**config.mk**
```make
export PLATFORM = sky130hd
export DESIGN_NAME = axi4_slave_write
export DESIGN_NICKNAME = d
export VERILOG_FILES = /design/src/rtl/axi_lib_pkg.sv /design/src/rtl/axi4_burst_addr_gen.sv /design/src/rtl/axi4_slave_write.sv
export SDC_FILE = /design/constraint.sdc
export NUM_CORES = 1
export LEC_CHECK = 0
export ABC_CLOCK_PERIOD_IN_PS = 4800
export BUFFER_PORTS_ARGS = -buffer_cell sky130_fd_sc_hd__buf_4
export CORE_MARGIN = 2
export CORE_UTILIZATION = 50
export CTS_CLUSTER_SIZE = 12
export DETAILED_ROUTE_END_ITERATION = 7
export GPL_ROUTABILITY_DRIVEN = 1
export PLACE_DENSITY = 0.85
export SYNTH_ARGS = -nofsm -noshare
export SYNTH_HDL_FRONTEND = slang
export SYNTH_HIERARCHICAL = 1
export SYNTH_SLANG_ARGS = --single-unit
```
**constraint.sdc**
```tcl
create_clock -name clk -period 4.8 [get_ports clk]
set_input_delay 1.44 -clock clk [delete_from_list [all_inputs] [get_ports clk]]
set_output_delay 1.44 -clock clk [all_outputs]
set_load 0.01 [all_outputs]
```
**src/rtl/axi_lib_pkg.sv**
```systemverilog
// Shared AXI4 burst/response constants, slave-write FSM encoding and burst context.
// The WRAP length check exists only when AXI4_SLAVE_WRITE_WRAP_EN is defined.
package axi_lib_pkg;

  localparam logic [1:0] AXI4_BURST_FIXED    = 2'b00;
  localparam logic [1:0] AXI4_BURST_INCR     = 2'b01;
  localparam logic [1:0] AXI4_BURST_WRAP     = 2'b10;
  localparam logic [1:0] AXI4_BURST_RESERVED = 2'b11;

  localparam logic [1:0] AXI4_RESP_OKAY   = 2'b00;
  localparam logic [1:0] AXI4_RESP_SLVERR = 2'b10;

  // Context fields are sized for the widest supported ID/address; users cast down.
  localparam int AXI4_MAX_ID_W   = 16;
  localparam int AXI4_MAX_ADDR_W = 64;

  typedef enum logic [1:0] {
    ST_AXI_SLAVE_WRITE_IDLE,
    ST_AXI_SLAVE_WRITE_DATA,
    ST_AXI_SLAVE_WRITE_RESP
  } st_axi4_slave_write_t;

  typedef struct packed {
    logic [AXI4_MAX_ID_W-1:0]   id;
    logic [AXI4_MAX_ADDR_W-1:0] addr;
    logic [7:0]                 len;
    logic [1:0]                 burst;
    logic                       err;
  } axi4_slave_burst_ctx_t;

`ifdef AXI4_SLAVE_WRITE_WRAP_EN
  function automatic logic axi4_wrap_len_ok(input logic [7:0] len);
    return (len == 8'd1) || (len == 8'd3) || (len == 8'd7) || (len == 8'd15);
  endfunction
`endif

endpackage

```
**src/rtl/axi4_burst_addr_gen.sv**
```systemverilog
// Combinational next-beat address for FIXED/INCR bursts, plus WRAP under AXI4_SLAVE_WRITE_WRAP_EN.
// Zero latency, no handshake; INCR rolls over modulo 2^ADDR_WIDTH with no 4 KB check.
module axi4_burst_addr_gen
  import axi_lib_pkg::*;
#(
  parameter int ADDR_WIDTH = 12,
  parameter int DATA_WIDTH = 32
) (
  input  logic [ADDR_WIDTH-1:0] addr,
  input  logic [7:0]            len,
  input  logic [1:0]            burst,
  output logic [ADDR_WIDTH-1:0] next_addr
);

  localparam int                    BYTE_SHIFT = $clog2(DATA_WIDTH / 8);
  localparam logic [ADDR_WIDTH-1:0] STEP       = ADDR_WIDTH'(DATA_WIDTH / 8);

  logic [ADDR_WIDTH-1:0] incr_addr;
  assign incr_addr = addr + STEP;

`ifdef AXI4_SLAVE_WRITE_WRAP_EN
  // Wrap window is (len+1) beats; the high bits stay on the window base.
  logic [ADDR_WIDTH-1:0] wrap_mask;
  assign wrap_mask = ((ADDR_WIDTH'(len) + ADDR_WIDTH'(1)) << BYTE_SHIFT) - ADDR_WIDTH'(1);
`else
  logic len_unused;
  assign len_unused = ^len;
`endif

  always_comb begin
    next_addr = addr;
    case (burst)
      AXI4_BURST_FIXED: next_addr = addr;
      AXI4_BURST_INCR:  next_addr = incr_addr;
`ifdef AXI4_SLAVE_WRITE_WRAP_EN
      AXI4_BURST_WRAP:  next_addr = (addr & ~wrap_mask) | (incr_addr & wrap_mask);
`endif
      default:          next_addr = addr;
    endcase
  end

endmodule

```
**src/rtl/axi4_slave_write.sv**
```systemverilog
// AXI4 write slave, one burst at a time, onto a simple mem_* write port; WRAP needs AXI4_SLAVE_WRITE_WRAP_EN.
// Each beat reaches mem_* one cycle after its handshake; B is held until bready, AW waits meanwhile.
module axi4_slave_write
  import axi_lib_pkg::*;
#(
  parameter int ID_WIDTH   = 4,
  parameter int ADDR_WIDTH = 12,
  parameter int DATA_WIDTH = 32
) (
  input  logic                    clk,
  input  logic                    rst,
  input  logic [ID_WIDTH-1:0]     awid,
  input  logic [ADDR_WIDTH-1:0]   awaddr,
  input  logic [7:0]              awlen,
  input  logic [1:0]              awburst,
  input  logic                    awvalid,
  output logic                    awready,
  input  logic [DATA_WIDTH-1:0]   wdata,
  input  logic [DATA_WIDTH/8-1:0] wstrb,
  input  logic                    wlast,
  input  logic                    wvalid,
  output logic                    wready,
  output logic [ID_WIDTH-1:0]     bid,
  output logic [1:0]              bresp,
  output logic                    bvalid,
  input  logic                    bready,
  output logic                    mem_we,
  output logic [ADDR_WIDTH-1:0]   mem_addr,
  output logic [DATA_WIDTH-1:0]   mem_wdata,
  output logic [DATA_WIDTH/8-1:0] mem_be
);

  localparam int LSB = $clog2(DATA_WIDTH / 8);

  st_axi4_slave_write_t  state;
  axi4_slave_burst_ctx_t ctx;
  logic [7:0]            beat_cnt;

  logic [ADDR_WIDTH-1:0] aligned_awaddr;
  logic [ADDR_WIDTH-1:0] cur_addr;
  logic [ADDR_WIDTH-1:0] next_addr;
  logic                  last_beat;
  logic                  burst_bad;
  logic                  ctx_unused;

  assign aligned_awaddr = {awaddr[ADDR_WIDTH-1:LSB], {LSB{1'b0}}};
  assign cur_addr       = ADDR_WIDTH'(ctx.addr);
  assign last_beat      = (beat_cnt == ctx.len);
  assign ctx_unused     = ^{ctx.id, ctx.addr};

  // Unsupported bursts still consume every beat but never touch memory.
`ifdef AXI4_SLAVE_WRITE_WRAP_EN
  assign burst_bad = (awburst == AXI4_BURST_RESERVED) ||
                     ((awburst == AXI4_BURST_WRAP) && !axi4_wrap_len_ok(awlen));
`else
  assign burst_bad = (awburst == AXI4_BURST_RESERVED) || (awburst == AXI4_BURST_WRAP);
`endif

  axi4_burst_addr_gen #(
    .ADDR_WIDTH (ADDR_WIDTH),
    .DATA_WIDTH (DATA_WIDTH)
  ) u_addr_gen (
    .addr      (cur_addr),
    .len       (ctx.len),
    .burst     (ctx.burst),
    .next_addr (next_addr)
  );

  always_ff @(posedge clk or posedge rst) begin
    if (rst) begin
      state     <= ST_AXI_SLAVE_WRITE_IDLE;
      ctx       <= '0;
      beat_cnt  <= '0;
      awready   <= 1'b0;
      wready    <= 1'b0;
      bvalid    <= 1'b0;
      bid       <= '0;
      bresp     <= '0;
      mem_we    <= 1'b0;
      mem_addr  <= '0;
      mem_wdata <= '0;
      mem_be    <= '0;
    end else begin
      mem_we <= 1'b0;
      case (state)
        ST_AXI_SLAVE_WRITE_IDLE: begin
          awready <= 1'b1;
          if (awvalid && awready) begin
            ctx.id    <= AXI4_MAX_ID_W'(awid);
            ctx.addr  <= AXI4_MAX_ADDR_W'(aligned_awaddr);
            ctx.len   <= awlen;
            ctx.burst <= awburst;
            ctx.err   <= burst_bad;
            beat_cnt  <= '0;
            awready   <= 1'b0;
            wready    <= 1'b1;
            state     <= ST_AXI_SLAVE_WRITE_DATA;
          end
        end
        ST_AXI_SLAVE_WRITE_DATA: begin
          if (wvalid && wready) begin
            mem_we    <= !ctx.err;
            mem_addr  <= cur_addr;
            mem_wdata <= wdata;
            mem_be    <= wstrb;
            ctx.addr  <= AXI4_MAX_ADDR_W'(next_addr);
            beat_cnt  <= beat_cnt + 8'd1;
            // Either end marker closes the burst; disagreement between them is a protocol error.
            if (wlast || last_beat) begin
              wready <= 1'b0;
              bvalid <= 1'b1;
              bid    <= ID_WIDTH'(ctx.id);
              bresp  <= (ctx.err || (wlast != last_beat)) ? AXI4_RESP_SLVERR : AXI4_RESP_OKAY;
              state  <= ST_AXI_SLAVE_WRITE_RESP;
            end
          end
        end
        ST_AXI_SLAVE_WRITE_RESP: begin
          if (bready) begin
            bvalid  <= 1'b0;
            awready <= 1'b1;
            state   <= ST_AXI_SLAVE_WRITE_IDLE;
          end
        end
        default: state <= ST_AXI_SLAVE_WRITE_IDLE;
      endcase
    end
  end

endmodule

```
# == After elaboration in Yosys (flattened, before gate mapping) ==
# Cells that the tools add are included.
# W data, S select, Z words.
# classes
add_sub_neg,2
eq_ne,12
n_mux,26
n_reduce_logical,19
# ops
cell,count
$mux W12,2
$pmux W12 S2,1
$mux W23,1
$mux W8,2
$pmux W8 S2,1
$reduce_and A4 Y1,4
$add A12 B3 Y12 const B,1
$mux W1,10
$mux W2,5
$add A8 B1 Y8 const B,1
$eq A8 B8 Y1,1
$ne A2 B2 Y1 const B,4
$eq A2 B2 Y1 const B,3
$pmux W1 S2,3
$pmux W2 S3,1
$reduce_and A2 Y1,3
$reduce_and A3 Y1,2
$reduce_bool A2 Y1,3
$eq A2 B1 Y1 const B,2
$logic_or A1 B1 Y1,3
$logic_and A1 B1 Y1,2
$logic_not A2 Y1,1
$ne A2 B1 Y1 const B,1
$logic_not A1 Y1,1
$ne A1 B1 Y1,1
# word_totals
ff_bits,95
in_bits,68
out_inout_bits,58
elab_cells,75

# == Depth between registers and ports, before layout ==
# logic_depth
ltp_word,5
mapped_depth,8

# == Hierarchy ==
# The synthesis kept the hierarchy.
# by_module_without_submodules
mod,instances,cells_each,area_each_um2
axi4_slave_write,1,320,3883.7
axi4_burst_addr_gen,1,27,214.0

# == Worst setup path after synthesis ==
# OpenSTA, ideal clock, no wires.
# synth_timing
path_kind,input-to-reg
from,input port wlast
to,register bid[0]
setup_time_ns,0.125
arrival_time_ns,2.390
setup_slack_ns,2.286
stages,4
path_buffers,0
cell_sequence,inv_1 > ha_1 > nor3_2 > mux2_2
# synth_via
elab_chain_len,2
# synth_lines
item,line_no,rtl
start: declaration,axi4_slave_write.sv:20,"input logic wlast,"
$logic_or A1 B1 Y1,axi4_slave_write.sv:109,if (wlast || last_beat) begin
$reduce_and A3 Y1 (no line),-,
end signal: assignment,axi4_slave_write.sv:112,bid <= ID_WIDTH'(ctx.id);
end: declaration,axi4_slave_write.sv:23,"output logic [ID_WIDTH-1:0] bid,"
# No other way between the ends.
# A chain may end at the register's enable or synchronous reset.

# == Worst setup path after layout ==
# layout_timing
from,input port awvalid
to,register beat_cnt[1]
# layout_via
elab_chain_len,3
# layout_lines
item,line_no,rtl
start: declaration,axi4_slave_write.sv:16,"input logic awvalid,"
$logic_and A1 B1 Y1,axi4_slave_write.sv:88,if (awvalid && awready) begin
$ne A2 B2 Y1 (no line),-,
$reduce_and A3 Y1 (no line),-,
end signal: assignment,axi4_slave_write.sv:107,beat_cnt <= beat_cnt + 8'd1;
end: declaration,axi4_slave_write.sv:37,logic [7:0] beat_cnt;
# No other way between the ends.

==> metrics.txt <==
signal arrival time at the worst endpoint 3.09 ns; vias per cell 5.33; Post-CTS Hold Buffers 0; post-route fraction of the period consumed by the critical path 0.586; number of H-tree levels 3; total number of vias 3,046; DRC violation count after routing 0; hold violation total from the final report 0; final net count 535; average routed wire per standard cell 15.4 µm; Syn. warnings 6; number of search-and-repair iterations in the first detailed-routing pass 4; setup-violating endpoint count in the final report 0; clock sinks 94; Critical Path Sink Type flip-flop; cts bufs inserted 9; global-route wire length before repair 14,300 µm; Worst Setup Slack post-DPL 1.62 ns; clock transition time at the flip-flop clock pins of the worst setup and hold paths 0.08 ns; number of setup buffers added after CTS 0; pin count of the biggest net entering global routing 71; port bufs 122; Clock Tree Buf Depth 2; async set-or-reset flop fraction in the synthesized netlist 1.00; antenna violations before repair 0; area taken by flip-flops and latches 2350 µm²; aggregate global-route resource usage 0.207; TritonCTS clock tree yes; synth-to-layout area growth 29.0%; unrepaired setup endpoints after global routing false; primary flip-flop cell chosen by synthesis mapping sky130_fd_sc_hd__dfrtp_1; count of unique library cells instantiated by Yosys 42; Worst EP required 5.08 ns; reg2reg path depth 6; DIE HEIGHT 94.5 µm; Final Slew Violations 0; startpoint class of the critical path input pin; final non-filler cell total 572; routed wire length 8800 µm; fmax 356 MHz; Net Count, Synth 418; Final WS setup 1.99 ns; detailed-placement wirelength estimate 6310 µm; startpoint-to-endpoint class of the critical path input pin to flip-flop; total of max-cap violations 0; number of synthesized flops with an enable pin 0; Seq/Total Area, Yosys 0.574; initial DRC count 176; status completed; post-synthesis area per instance 11.8 µm²; post-route ant nets 0; Inserted Diodes 0; filler cell count 656; R2R Path Start beat_cnt[3]$_DFFE_PP0P_; Clock Skews 0.0113 ns; Period minus WS final 2.81 ns; type of the worst min-delay path flip-flop to flip-flop; Max transition margin 0.281; combined area of the multi-input logic cells 1630 µm²; final weighted congestion in routability-driven placement 0.828; number of synthesized register bits 94; GR Layer Usage met2 0.339; clock insertion delay at the later pin of the skew report 0.35 ns; Reg-to-Reg End bid[2]$_DFFE_PP0P_; effective utilization at floorplan 0.506; number of top-level design ports 126; global routing usage on met3 0.0607; share of final-layout standard cells stronger than drive strength 1 0.437; crit path from awvalid; area of all placed cells without fillers 5290 µm²; global-route track usage on met1 0.262; maximum fanout count along the critical path 18; instance area at placement 5080 µm²; Die Area 8940 µm²; Pleak 0.00258 µW; Die Span X 94.5 µm; worst IR drop on VDD 0.000339 V; final hold slack 0.459 ns; mapped cell area 4100 µm²; number of global-route vias before repair 3,132; Syn Inst Count 347; slack of the worst reg-to-reg path 2.43 ns; total congestion overflow after global routing 0; Most Used Layer, Global Route met2; crit path capture beat_cnt[1]$_DFFE_PP0P_; cells resized by post-CTS repair 0; Clk Tree Root Cell sky130_fd_sc_hd__clkbuf_8; final total negative setup slack 0 ns; power per cell area 630 nW/µm²; area of the placeable core 8090 µm²; count of standard-cell rows 33; Worst Max-Slew Pin Slew 1.08 ns; number of placed cells counting well taps 558
[synthesized netlist by cell type (3+ instances only)]
cell / number / area share
sky130_fd_sc_hd__xor2_1: 12 / 0.026
sky130_fd_sc_hd__o21ai_0: 5 / 0.0061
sky130_fd_sc_hd__buf_2: 11 / 0.013
sky130_fd_sc_hd__ha_1: 3 / 0.0092
sky130_fd_sc_hd__mux2_2: 53 / 0.15
sky130_fd_sc_hd__nand3_1: 6 / 0.0073
sky130_fd_sc_hd__clkbuf_1: 3 / 0.0027
sky130_fd_sc_hd__dfrtp_1: 94 / 0.57
sky130_fd_sc_hd__nand2_1: 60 / 0.055
sky130_fd_sc_hd__buf_4: 4 / 0.0073
sky130_fd_sc_hd__xnor2_1: 9 / 0.019
sky130_fd_sc_hd__nand4_1: 3 / 0.0046
sky130_fd_sc_hd__a211oi_1: 3 / 0.0055
sky130_fd_sc_hd__a221oi_1: 9 / 0.019
sky130_fd_sc_hd__nor2_1: 31 / 0.028
sky130_fd_sc_hd__inv_1: 6 / 0.0055
sky130_fd_sc_hd__a21oi_1: 4 / 0.0049
[sequential cells by signal, indices dropped and copies added, names as in the netlist]
register   flops
bresp          1
state          2
mem_wdata     32
wready         1
mem_we         1
beat_cnt       8
bid            4
bvalid         1
awready        1
ctx           27
mem_be         4
mem_addr      12
[metrics by stage]
stage | util | total power, µW
floorplan | - | 2210
global placement | 0.627 | 2710
detailed placement | 0.627 | 2790
CTS | 0.653 | 3360
global route | 0.653 | 3550
finish | 0.653 | 3330
[layer usage]
layer | part of all wire | vias to the layer above
met4 | 0.016 | 0
met5 | 0 | -
met1 | 0.42 | 1506
met2 | 0.49 | 119
met3 | 0.077 | 13
li1 | - | 1408
[cell type report]
type | count | area share
clock buffer | 10 | 0.0260
multi-input combinational | 228 | 0.308
clock inverter | 4 | 0.0137
tap | 105 | 0.0249
timing repair buffer | 125 | 0.178
inverter | 6 | 0.00473
sequential | 94 | 0.445
[power by group]
| group | leakage [µW] | switching [µW] | internal [µW] |
|---|---|---|---|
| clock | 0.000104 | 264 | 301 |
| sequential | 0.00114 | 264 | 1140 |
| combinational | 0.00134 | 622 | 735 |
[how the worst min path moves through the flow]
stage / cells after the start / from / to
after detailed placement: 1 / ctx[0]$_DFFE_PP0P_ / mem_we$_DFF_PP0_
after global placement: 1 / ctx[0]$_DFFE_PP0P_ / mem_we$_DFF_PP0_
after global routing: 1 / ctx[0]$_DFFE_PP0P_ / mem_we$_DFF_PP0_
after CTS: 1 / ctx[0]$_DFFE_PP0P_ / mem_we$_DFF_PP0_
after floorplan: 1 / ctx[0]$_DFFE_PP0P_ / mem_we$_DFF_PP0_
final: 1 / ctx[0]$_DFFE_PP0P_ / mem_we$_DFF_PP0_
[critical path, stage by stage]
cell                        delay [ns]
sky130_fd_sc_hd__buf_4            0.11
sky130_fd_sc_hd__nand4bb_1        0.63
sky130_fd_sc_hd__nand2_1          0.65
sky130_fd_sc_hd__nand3_1          0.14
sky130_fd_sc_hd__nand2_1          0.12
[logic make-up (layout without fill, tap and decap cells)]
family / Yosys count / count (layout) / synth area share
buf+inv: 25 / 145 / 0.0318
compound gates: 25 / 25 / 0.0440
xor+xnor: 21 / 21 / 0.0449
simple gates: 124 / 124 / 0.147
fa+ha+maj: 3 / 3 / 0.00916
other cells: 1 / 1 / 0.000915
flops: 94 / 94 / 0.574
mux: 54 / 54 / 0.148
[cells in the final DEF (no fill, tap or decap), types with 2 or more instances in the layout]
cell type and n:
sky130_fd_sc_hd__nand4_1 3, sky130_fd_sc_hd__xor2_1 12, sky130_fd_sc_hd__nand3b_1 2, sky130_fd_sc_hd__inv_1 5
sky130_fd_sc_hd__nor3_2 2, sky130_fd_sc_hd__nor2b_1 2, sky130_fd_sc_hd__mux2_2 53, sky130_fd_sc_hd__bufinv_16 2
sky130_fd_sc_hd__nand2_1 60, sky130_fd_sc_hd__a221oi_1 9, sky130_fd_sc_hd__xnor2_1 9, sky130_fd_sc_hd__nor4_1 2
sky130_fd_sc_hd__buf_4 125, sky130_fd_sc_hd__dfrtp_1 94, sky130_fd_sc_hd__nand3_1 6, sky130_fd_sc_hd__nand2b_1 2
sky130_fd_sc_hd__a21oi_1 4, sky130_fd_sc_hd__ha_1 3, sky130_fd_sc_hd__o21ai_0 5, sky130_fd_sc_hd__and2_4 2
sky130_fd_sc_hd__clkbuf_8 10, sky130_fd_sc_hd__nor2_1 31, sky130_fd_sc_hd__a211oi_1 3
Note: power is estimated with default switching activity, not from simulation.
